<file path="src/rtl/ps2_pkg.sv">
// Shared PS/2 definitions: FSM states, frame geometry, command bytes.
// No logic; the parity helper is pure combinational.
package ps2_pkg;

    typedef enum logic [2:0] {
        IDLE,
        INHIBIT,
        START,
        XFER,
        ACK,
        WAIT_IDLE
    } ps2_state_t;

    // start + 8 data + parity + stop
    localparam int FRAME_LEN = 11;

    localparam logic [7:0] CMD_SET_LEDS = 8'hED;
    localparam logic [7:0] CMD_RESET    = 8'hFF;
    localparam logic [7:0] RSP_ACK      = 8'hFA;

    function automatic logic odd_parity(input logic [7:0] d);
        return ~^d;
    endfunction

endpackage

</file>
<file path="src/rtl/ps2_sync_edge.sv">
// 2-flop synchronizer for a raw PS/2 pin plus falling-edge strobe.
// Latency: sync 2 clk, fe valid on the first cycle sync reads 0; no backpressure.
module ps2_sync_edge (
    input  logic clk,
    input  logic rst,
    input  logic din,
    output logic sync,
    output logic fe
);

    logic meta_q;
    logic sync_q;
    logic prev_q;

    // Reset to the idle (pulled-up) line level so no false edge follows reset.
    always_ff @(posedge clk) begin
        if (rst) begin
            meta_q <= 1'b1;
            sync_q <= 1'b1;
            prev_q <= 1'b1;
        end else begin
            meta_q <= din;
            sync_q <= meta_q;
            prev_q <= sync_q;
        end
    end

    assign sync = sync_q;
    assign fe   = prev_q & ~sync_q;

endmodule

</file>
<file path="src/rtl/ps2_host_tx.sv">
// PS/2 host-to-device command transmitter (inhibit, request-to-send, 10 bits, ack).
// Latency: INHIBIT_CYC + 1 + device-clocked frame; tx_ready only in IDLE, extra tx_valid ignored.
module ps2_host_tx
    import ps2_pkg::*;
#(
    parameter int INHIBIT_CYC = 5000,
    parameter int TIMEOUT_CYC = 1_000_000
) (
    input  logic       clk,
    input  logic       rst,
    input  logic [7:0] tx_data,
    input  logic       tx_valid,
    output logic       tx_ready,
    output logic       tx_busy,
    output logic       tx_done,
    output logic       tx_nack,
    output logic       tx_timeout,
    input  logic       ps2_clk_in,
    input  logic       ps2_data_in,
    output logic       ps2_clk_oe,
    output logic       ps2_data_oe
);

    localparam int CNT_MAX   = (INHIBIT_CYC > TIMEOUT_CYC) ? INHIBIT_CYC : TIMEOUT_CYC;
    localparam int CNT_W     = $clog2(CNT_MAX + 1);
    localparam int SHIFT_LEN = FRAME_LEN - 1;
    localparam logic [CNT_W-1:0] INH_LAST = CNT_W'(INHIBIT_CYC - 1);
    localparam logic [CNT_W-1:0] TO_LIMIT = CNT_W'(TIMEOUT_CYC);

    ps2_state_t           state_q, state_d;
    logic [CNT_W-1:0]     cnt_q, cnt_d;
    logic [3:0]           bit_q, bit_d;
    logic [SHIFT_LEN-1:0] frame_q, frame_d;
    logic                 dat_q, dat_d;
    logic                 nack_q, nack_d;

    logic clk_s, clk_fe, dat_s, data_fe_unused;

    ps2_sync_edge u_sync_clk (
        .clk  (clk),
        .rst  (rst),
        .din  (ps2_clk_in),
        .sync (clk_s),
        .fe   (clk_fe)
    );

    ps2_sync_edge u_sync_data (
        .clk  (clk),
        .rst  (rst),
        .din  (ps2_data_in),
        .sync (dat_s),
        .fe   (data_fe_unused)
    );

    always_ff @(posedge clk) begin
        if (rst) begin
            state_q <= IDLE;
            cnt_q   <= '0;
            bit_q   <= '0;
            frame_q <= '1;
            dat_q   <= 1'b0;
            nack_q  <= 1'b0;
        end else begin
            state_q <= state_d;
            cnt_q   <= cnt_d;
            bit_q   <= bit_d;
            frame_q <= frame_d;
            dat_q   <= dat_d;
            nack_q  <= nack_d;
        end
    end

    always_comb begin
        state_d    = state_q;
        cnt_d      = cnt_q;
        bit_d      = bit_q;
        frame_d    = frame_q;
        dat_d      = dat_q;
        nack_d     = nack_q;
        tx_done    = 1'b0;
        tx_nack    = 1'b0;
        tx_timeout = 1'b0;

        case (state_q)
            IDLE: begin
                if (tx_valid) begin
                    frame_d = {1'b1, odd_parity(tx_data), tx_data};
                    cnt_d   = '0;
                    nack_d  = 1'b0;
                    state_d = INHIBIT;
                end
            end
            INHIBIT: begin
                if (cnt_q == INH_LAST) state_d = START;
                else                   cnt_d   = cnt_q + CNT_W'(1);
            end
            START: begin
                state_d = XFER;
                cnt_d   = '0;
                bit_d   = '0;
                dat_d   = 1'b1;
            end
            XFER: begin
                // Each device falling edge shifts out the next frame bit.
                if (clk_fe) begin
                    dat_d   = ~frame_q[0];
                    frame_d = {1'b1, frame_q[SHIFT_LEN-1:1]};
                    bit_d   = bit_q + 4'd1;
                    if (bit_q == 4'd9) state_d = ACK;
                end
            end
            ACK: begin
                if (clk_fe) begin
                    nack_d  = dat_s;
                    state_d = WAIT_IDLE;
                end
            end
            WAIT_IDLE: begin
                if (clk_s && dat_s) begin
                    tx_done = 1'b1;
                    tx_nack = nack_q;
                    state_d = IDLE;
                end
            end
            default: state_d = IDLE;
        endcase

        // Stall watchdog; it overrides any completion seen in the same cycle.
        if (state_q == XFER || state_q == ACK || state_q == WAIT_IDLE) begin
            if (cnt_q == TO_LIMIT) begin
                tx_done    = 1'b1;
                tx_nack    = 1'b0;
                tx_timeout = 1'b1;
                state_d    = IDLE;
            end else if (clk_fe) begin
                cnt_d = '0;
            end else begin
                cnt_d = cnt_q + CNT_W'(1);
            end
        end
    end

    assign tx_ready    = (state_q == IDLE);
    assign tx_busy     = (state_q != IDLE);
    assign ps2_clk_oe  = (state_q == INHIBIT) || (state_q == START);
    assign ps2_data_oe = (state_q == START) || ((state_q == XFER) && dat_q);

endmodule

</file>
<file path="config.mk">
export PLATFORM = sky130hd
export DESIGN_NAME = ps2_host_tx
export DESIGN_NICKNAME = d
export VERILOG_FILES = /design/src/rtl/ps2_pkg.sv /design/src/rtl/ps2_sync_edge.sv /design/src/rtl/ps2_host_tx.sv
export SDC_FILE = /design/constraint.sdc
export NUM_CORES = 1
export LEC_CHECK = 0
export BUFFER_PORTS_ARGS = -buffer_cell sky130_fd_sc_hd__buf_4
export CAP_MARGIN = 20
export CORE_MARGIN = 4
export CORE_UTILIZATION = 25
export CTS_BUF_LIST = sky130_fd_sc_hd__clkbuf_8
export CTS_CLUSTER_DIAMETER = 200
export DETAILED_ROUTE_END_ITERATION = 7
export PLACE_DENSITY = 0.46
export SYNTH_ARGS = -nofsm -noshare
export SYNTH_HDL_FRONTEND = slang
export SYNTH_SLANG_ARGS = --single-unit
</file>
<file path="constraint.sdc">
create_clock -name clk -period 2.2 [get_ports clk]
set_input_delay 0.44 -clock clk [delete_from_list [all_inputs] [get_ports clk]]
set_output_delay 0.44 -clock clk [all_outputs]
set_load 0.02 [all_outputs]
</file>
==> impl_metrics.env, run 1 <==
export IMPL_powerDensity_nw_per_um2=480.3
export IMPL_cap_violations=0
export IMPL_die_w_um=108.6
export IMPL_rsz0062_at_grt="true"
export IMPL_fmax_mhz=448.2
export IMPL_worst_path_max_fanout=4
export IMPL_first_pass_iters=5
export IMPL_grt_pass1_vias=2173
export IMPL_drt_initial_drc_count=170
export IMPL_drt_wirelength_per_cell_um=13.33
export IMPL_worst_setup_path_end_kind="output pin"
export IMPL_period_share_pct=101.4
export IMPL_synth_warnings=0
export IMPL_final_common_cell="buf_4"
export IMPL_gr_total_overflow=0
export IMPL_syn2layout_area_growth_pct=24.79
export IMPL_ctsHoldBuffers=0
export IMPL_drc=0
export IMPL_leakagePower_nw=1.111
export IMPL_routed_via_density=4.816
export IMPL_core_region_area_um2=9819
export IMPL_ys_types=58
export IMPL_fin_skew_ns=0.004366
export IMPL_fin_util_pct=32.14
export IMPL_hp_class="input port to flip-flop"
export IMPL_clock_path_buffers=2
export IMPL_grt_usage_pct=11.48
export IMPL_fin_hold_ws_ns=0.3215
export IMPL_slew_headroom_pct=68.44
export IMPL_initial_utilization_pct=25.75
export IMPL_yosys_register_bits=43
export IMPL_synth_edff_count=0
export IMPL_gp_congestion=0.7606
export IMPL_grt_max_degree=18
export IMPL_n_antenna_cell=0
export IMPL_worstMarginPinSlew_ns=0.4698
export IMPL_cts_tree="built"
export IMPL_vdd_ir_drop_max_mv=0.2280
export IMPL_status="complete, but fails checks"
export IMPL_worstSetupStartpointType="flip-flop"
export IMPL_die_area_um2=11790
export IMPL_period_minus_slack_ns=2.231
export IMPL_worstPathRequired_ns=1.76
export IMPL_ys_async_sr_fraction_pct=0
export IMPL_cts_root_buf="clkbuf_8"
export IMPL_drive_above_1_share_pct=26.40
export IMPL_violations="negative setup slack"
export IMPL_portBuffers=19
export IMPL_slew_violations=0
export IMPL_cts_buffers=5
export IMPL_route_vias_total=2355
export IMPL_grt_first_pass_wirelength_um=10810
export IMPL_die_h_um=108.6
export IMPL_nets=372
export IMPL_ctsHtreeMaxLevel=2
export IMPL_clock_sinks=43
export IMPL_ys_flop_type="dfxtp_1"
export IMPL_layout_setup_ws_ns=-0.03109
export IMPL_clk_latency_ns=0.29
export IMPL_syn_area_per_cell_um2=8.028
export IMPL_synthCells=315
export IMPL_antenna_found_initial=0
export IMPL_syn_cell_area_um2=2529
export IMPL_antenna_left=0
export IMPL_hold_violations=0
export IMPL_crit_arrival_ns=1.79
export IMPL_hpwlAfterDp_um=4799
export IMPL_setup_violations=2
export IMPL_clk_pin_slew_worst_paths_ns=0.09
export IMPL_num_rows=36
export IMPL_syn_nets=332
export IMPL_ios=20
export IMPL_final_cell_mix="47 x buf_4, 37 x dfxtp_1, 30 x nor2_1"
export IMPL_yosysSeqAreaShare_pct=34.04
export IMPL_wl_um=6516
export IMPL_critPathKind="flip-flop to output pin"
==> stage by stage <==
stage	total power, mW	std cells	setup WS [ns]	TNS, ns	cell area (um2)
6_report	1.516	489	-0.03109	-0.05709	3156
5_1_grt	1.584	489	-0.1014	-0.2457	3156
4_1_cts	1.530	485	-0.1049	-0.2563	3102
3_5_place_dp	1.016	475	0.04028	0	2942
3_3_place_gp	1.017	475	0.004231	0	2942
2_1_floorplan	0.9491	315	0.1424	0	2529
==> where the power goes <==
| group | leakage [nW] | switching (mW) | total (mW) | internal (mW) |
|---|---|---|---|---|
| Combinational | 0.718 | 0.107 | 0.194 | 0.0863 |
| Clock | 0.0402 | 0.291 | 0.512 | 0.221 |
| Sequential | 0.353 | 0.0124 | 0.810 | 0.797 |
==> what timing repair did <==
| action | 4_1_cts | 5_1_grt |
|---|---|---|
| resized for setup | 13 | 10 |
| setup buffers | 2 | 4 |
| pin swaps | 4 | 5 |
| endpoints found under the setup margin | 3 | 14 |
==> cell type report <==
cell class / count / area, um2
clock inverter: 3 / 20.02
tap: 133 / 166.4
inverter: 25 / 93.84
timing repair buffer: 50 / 395.4
sequential: 43 / 870.8
clock buffer: 5 / 68.82
fill: 1119 / 6664
multi-input combinational: 230 / 1540
==> flip-flops by register name, indices dropped and copies added (netlist names) <==
| register | cells |
|---|---|
| cnt_q | 20 |
| frame_q | 9 |
| bit_q | 4 |
| state_q | 3 |
| dat_q | 1 |
| nack_q | 1 |
| u_sync_clk.meta_q | 1 |
| u_sync_clk.prev_q | 1 |
| u_sync_clk.sync | 1 |
| u_sync_data.meta_q | 1 |
| u_sync_data.sync | 1 |
==> cells in the mapped netlist, drive strengths merged, types with 3 or more instances <==
master | number | area [um2]
o2111ai | 3 | 26.28
or2 | 7 | 46.30
o21ai | 24 | 135.1
dfxtp | 43 | 860.8
o21a | 4 | 30.03
nand2 | 29 | 108.9
nand4b | 3 | 26.28
o211ai | 5 | 47.54
buf | 9 | 66.30
o22ai | 6 | 37.54
or3 | 3 | 18.77
nand2b | 5 | 31.28
nor3 | 15 | 91.34
nand4 | 6 | 37.54
inv | 25 | 93.84
clkbuf | 8 | 30.03
a211oi | 4 | 35.03
ha | 4 | 50.05
o221ai | 13 | 126.4
and3 | 11 | 68.82
nor2 | 32 | 120.1
nand3 | 6 | 30.03
xnor2 | 10 | 87.58
and2 | 3 | 18.77
a21oi | 5 | 25.02
nor2b | 3 | 18.77
and4 | 4 | 35.03
==> worst paths after layout <==
path	start	end	slack, ns	cells past startpoint
min	ps2_data_in	u_sync_data.meta_q$_SDFF_PP1_	0.32	2
min reg2reg	u_sync_data.meta_q$_SDFF_PP1_	u_sync_data.sync$_SDFF_PP1_	0.42	1
max	cnt_q[7]$_SDFF_PP0_	tx_done	-0.03	5
max reg2reg	cnt_q[1]$_SDFF_PP0_	cnt_q[16]$_SDFF_PP0_	0.08	10
==> layer usage <==
layer / part of all wire, % / vias to the layer above / track usage [%]
met5: 0 / - / 0
met4: 0.72 / 0 / 2.976
met3: 3.5 / 2 / 2.209
met2: 45 / 35 / 17.70
met1: 51 / 1098 / 16.36
li1: - / 1220 / -
==> worst max-delay path, stage by stage (launching register included) <==
cell and delay [ns]:
dfxtp_2 0.33, or4b_4 0.54, nor3_4 0.17, nand2_2 0.13, o22ai_2 0.18, buf_6 0.14
==> cell families after synthesis <==
kind of cell / after synthesis / share of synthesized area (%)
AO/OA/AOI/OAI: 75 / 22.22
adder cells (fa/ha/maj): 4 / 1.979
AND/OR/NAND/NOR: 136 / 28.85
XOR/XNOR: 12 / 4.156
buffers and inverters: 42 / 7.521
multiplexers: 3 / 1.237
flip-flops: 43 / 34.04
(Power assumes the default switching activity.)
==> run 2, diff against run 1 <==
--- a/config.mk
+++ b/config.mk
@@ -5,6 +5,7 @@
 export SDC_FILE = /design/constraint.sdc
 export NUM_CORES = 1
 export LEC_CHECK = 0
+export ABC_AREA = 1
 export BUFFER_PORTS_ARGS = -buffer_cell sky130_fd_sc_hd__buf_4
 export CAP_MARGIN = 20
 export CORE_MARGIN = 4
==> impl_metrics.env, run 2 <==
export IMPL_status="finished clean"
export IMPL_drt_initial_drc_count=164
export IMPL_num_rows=37
export IMPL_vdd_ir_drop_max_mv=0.2921
export IMPL_syn_cell_area_um2=2640
export IMPL_setup_violations=0
export IMPL_reg_top3="cnt_q x20, frame_q x9, bit_q x4"
export IMPL_period_minus_slack_ns=2.096
export IMPL_ys_async_sr_fraction_pct=0
export IMPL_synth_top_family_by_area="simple AND/OR/NAND/NOR gates"
export IMPL_clock_path_buffers=2
export IMPL_path_buf_inv=4
export IMPL_syn_area_per_cell_um2=6.929
export IMPL_wl_um=6773
export IMPL_n_antenna_cell=0
export IMPL_antenna_left=0
export IMPL_grt_first_pass_wirelength_um=11700
export IMPL_gr_total_overflow=0
export IMPL_drive_above_1_share_pct=20.65
export IMPL_hold_violations=0
export IMPL_grt_max_degree=20
export IMPL_dpl_cell_area_um2=2923
export IMPL_portBuffers=19
export IMPL_fin_skew_ns=0.01124
export IMPL_slew_violations=0
export IMPL_worstPathRequired_ns=1.76
export IMPL_yosys_cell_count_top_type="nand2_1"
export IMPL_yosysSeqAreaShare_pct=32.61
export IMPL_powerDensity_nw_per_um2=506.9
export IMPL_muxShareOfSynthArea_pct=0
export IMPL_ios=20
export IMPL_clk_latency_ns=0.30
export IMPL_cap_violations=0
export IMPL_drt_wirelength_per_cell_um=12.59
export IMPL_gp_congestion=0.8115
export IMPL_worstMarginPinSlew_ns=0.4228
export IMPL_power_frac_seq_pct=52.7
export IMPL_route_vias_total=2443
export IMPL_clock_sinks=43
export IMPL_largest_register_ffs=20
export IMPL_synth_simple_gate_area_share_pct=37.82
export IMPL_slew_headroom_pct=71.60
export IMPL_path_cells="inv_2, nand2_4, nor2_4, inv_4, nand3_4, nand4_1, nand3_1, inv_1, buf_4"
export IMPL_finalInstanceArea_um2=3060
export IMPL_grt_usage_pct=11.54
export IMPL_tns_ns=0
export IMPL_fmax_mhz=477.1
export IMPL_final_common_cell="nand2_1"
export IMPL_n_fill_cell=1135
export IMPL_hpwlAfterDp_um=5059
export IMPL_clk_pin_slew_worst_paths_ns=0.09
export IMPL_regMostFlops="cnt_q"
export IMPL_nets=418
export IMPL_synth_top_area_cell="dfxtp_1"
export IMPL_antenna_found_initial=0
export IMPL_pre_cts_slack_ns=0.3755
export IMPL_cts_tree="built"
export IMPL_crit_arrival_ns=1.66
export IMPL_synthCells=381
export IMPL_synth_xor_area_share_pct=5.308
export IMPL_leakagePower_nw=1.166
export IMPL_ctsHoldBuffers=0
export IMPL_syn2layout_area_growth_pct=15.92
export IMPL_synth_common_cells="81 x nand2_1, 54 x nor2_1, 43 x dfxtp_1"
export IMPL_power_switching_mw=0.4468
export IMPL_synth_compound_area_share_pct=12.94
export IMPL_cp_top_family="simple AND/OR/NAND/NOR gates"
export IMPL_hp_class="input port to flip-flop"
export IMPL_worst_path_max_fanout=10
export IMPL_synth_fa_ha_area_share_pct=1.896
export IMPL_final_cell_mix="79 x nand2_1, 51 x nor2_1, 39 x dfxtp_1"
export IMPL_period_share_pct=95.27
export IMPL_critical_path_max_stage_delay_ns=0.35
export IMPL_ctsHtreeMaxLevel=2
export IMPL_worstSetupStartpointType="flip-flop"
export IMPL_cts_buffers=5
export IMPL_first_pass_iters=4
export IMPL_die_w_um=110.8
export IMPL_pwr_share_comb_pct=12.6
export IMPL_synthTopCellsByArea="dfxtp_1 33%, nand2_1 12%, nor2_1 7.7%"
export IMPL_routed_via_density=4.541
export IMPL_grtUsageMet3_pct=2.074
export IMPL_critPathSlowestCell="dfxtp_2"
export IMPL_use_met1_pct=15.95
export IMPL_syn_nets=398
export IMPL_met2_usage_pct=18.45
export IMPL_critPathKind="flip-flop to output pin"
export IMPL_core_region_area_um2=10320
export IMPL_drc=0
export IMPL_multi_input_area_um2=1553
export IMPL_synth_warnings=0
export IMPL_initial_utilization_pct=25.57
export IMPL_layout_setup_ws_ns=0.1042
export IMPL_synth_top_area_share_pct=32.61
export IMPL_ys_types=38
export IMPL_power_share_clock_pct=34.7
export IMPL_p_int_mw=1.104
export IMPL_ys_flop_type="dfxtp_1"
export IMPL_worst_setup_path_end_kind="output pin"
export IMPL_cts_root_buf="clkbuf_8"
export IMPL_grt_pass1_vias=2386
export IMPL_synth_edff_count=0
export IMPL_top_usage_layer="met2"
export IMPL_die_area_um2=12270
export IMPL_die_h_um=110.8
export IMPL_seqCellArea_um2=865.8
export IMPL_yosys_register_bits=43
export IMPL_swShare_pct=28.80
-- run 2: changes by cell type in the layout (fill, tap and decap cells not counted), moves of 8 or more --
cell,previous run,this run
nor2_1,30,51
nand3_2,0,9
nor3_1,13,5
xor2_1,2,10
nand2_1,28,79
and3_1,10,1
inv_1,24,36
buf_4,47,23
a21oi_1,5,21
o221ai_1,11,0
nand3_1,6,31
-- run 2: what timing repair did --
action / CTS / global route
setup buffers: 0 / 2
resized for setup: 0 / 12
endpoints found under the setup margin: 0 / 2
-- run 2: final timing paths --
| path | from | endpoint | slack (ns) | cells after the start |
|---|---|---|---|---|
| max | state_q[2]$_SDFF_PP0_ | tx_nack | 0.10 | 9 |
| min | ps2_data_in | u_sync_data.meta_q$_SDFF_PP1_ | 0.32 | 2 |
| max reg2reg | cnt_q[0]$_SDFF_PP0_ | cnt_q[15]$_SDFF_PP0_ | 0.37 | 10 |
| min reg2reg | u_sync_clk.meta_q$_SDFF_PP1_ | u_sync_clk.sync$_SDFF_PP1_ | 0.41 | 1 |
-- run 2: logic make-up after synthesis --
logic type	Yosys count
buffers and inverters	55
AOI/OAI and AO/OA	53
xor gates and xnor gates	16
adders and majority gates	4
and+or+nand+nor	210
DFF	43
-- run 2: power groups by stage --
stage                     logic, mW  registers [mW]  clock network, mW
after global placement        0.195           0.834                  0
after detailed placement      0.197           0.834                  0
after CTS                     0.198           0.817              0.572
after floorplan               0.143           0.831                  0
after global routing          0.222           0.821              0.600
final                         0.196           0.818              0.538
-- run 2: metal layers --
metal  part of all wire, %  up-vias
met2                    44       42
met5                     0        -
met1                    51     1110
met4                   1.2        0
li1                      -     1285
met3                   3.5        6
-- run 2: worst register-to-register path: cells and delay by family, from the launching register on --
family	cells	cell delay (ns)
and+or+nand+nor	5	0.75
buffers and inverters	3	0.37
DFF	1	0.34
adders and majority gates	1	0.17
AOI/OAI and AO/OA	1	0.14
-- run 2: cell type report --
| type | instances | area share, % |
|---|---|---|
| well taps | 136 | 5.560 |
| inverters | 43 | 5.437 |
| clock inverters | 3 | 0.7768 |
| flip-flops and latches | 43 | 28.29 |
| repair buffers | 25 | 6.950 |
| clock buffers | 5 | 2.249 |
| multi-input cells | 283 | 50.74 |
-- run 2: per-stage QoR --
step	power (mW)	util, %	std cells	hold slack [ns]
after floorplan	0.9736	-	381	0.3895
after detailed placement	1.031	28.31	528	0.3932
after global placement	1.029	28.31	528	0.3971
after global routing	1.643	29.64	538	0.3099
after CTS	1.587	29.21	536	0.3049
final	1.551	29.64	538	0.3218
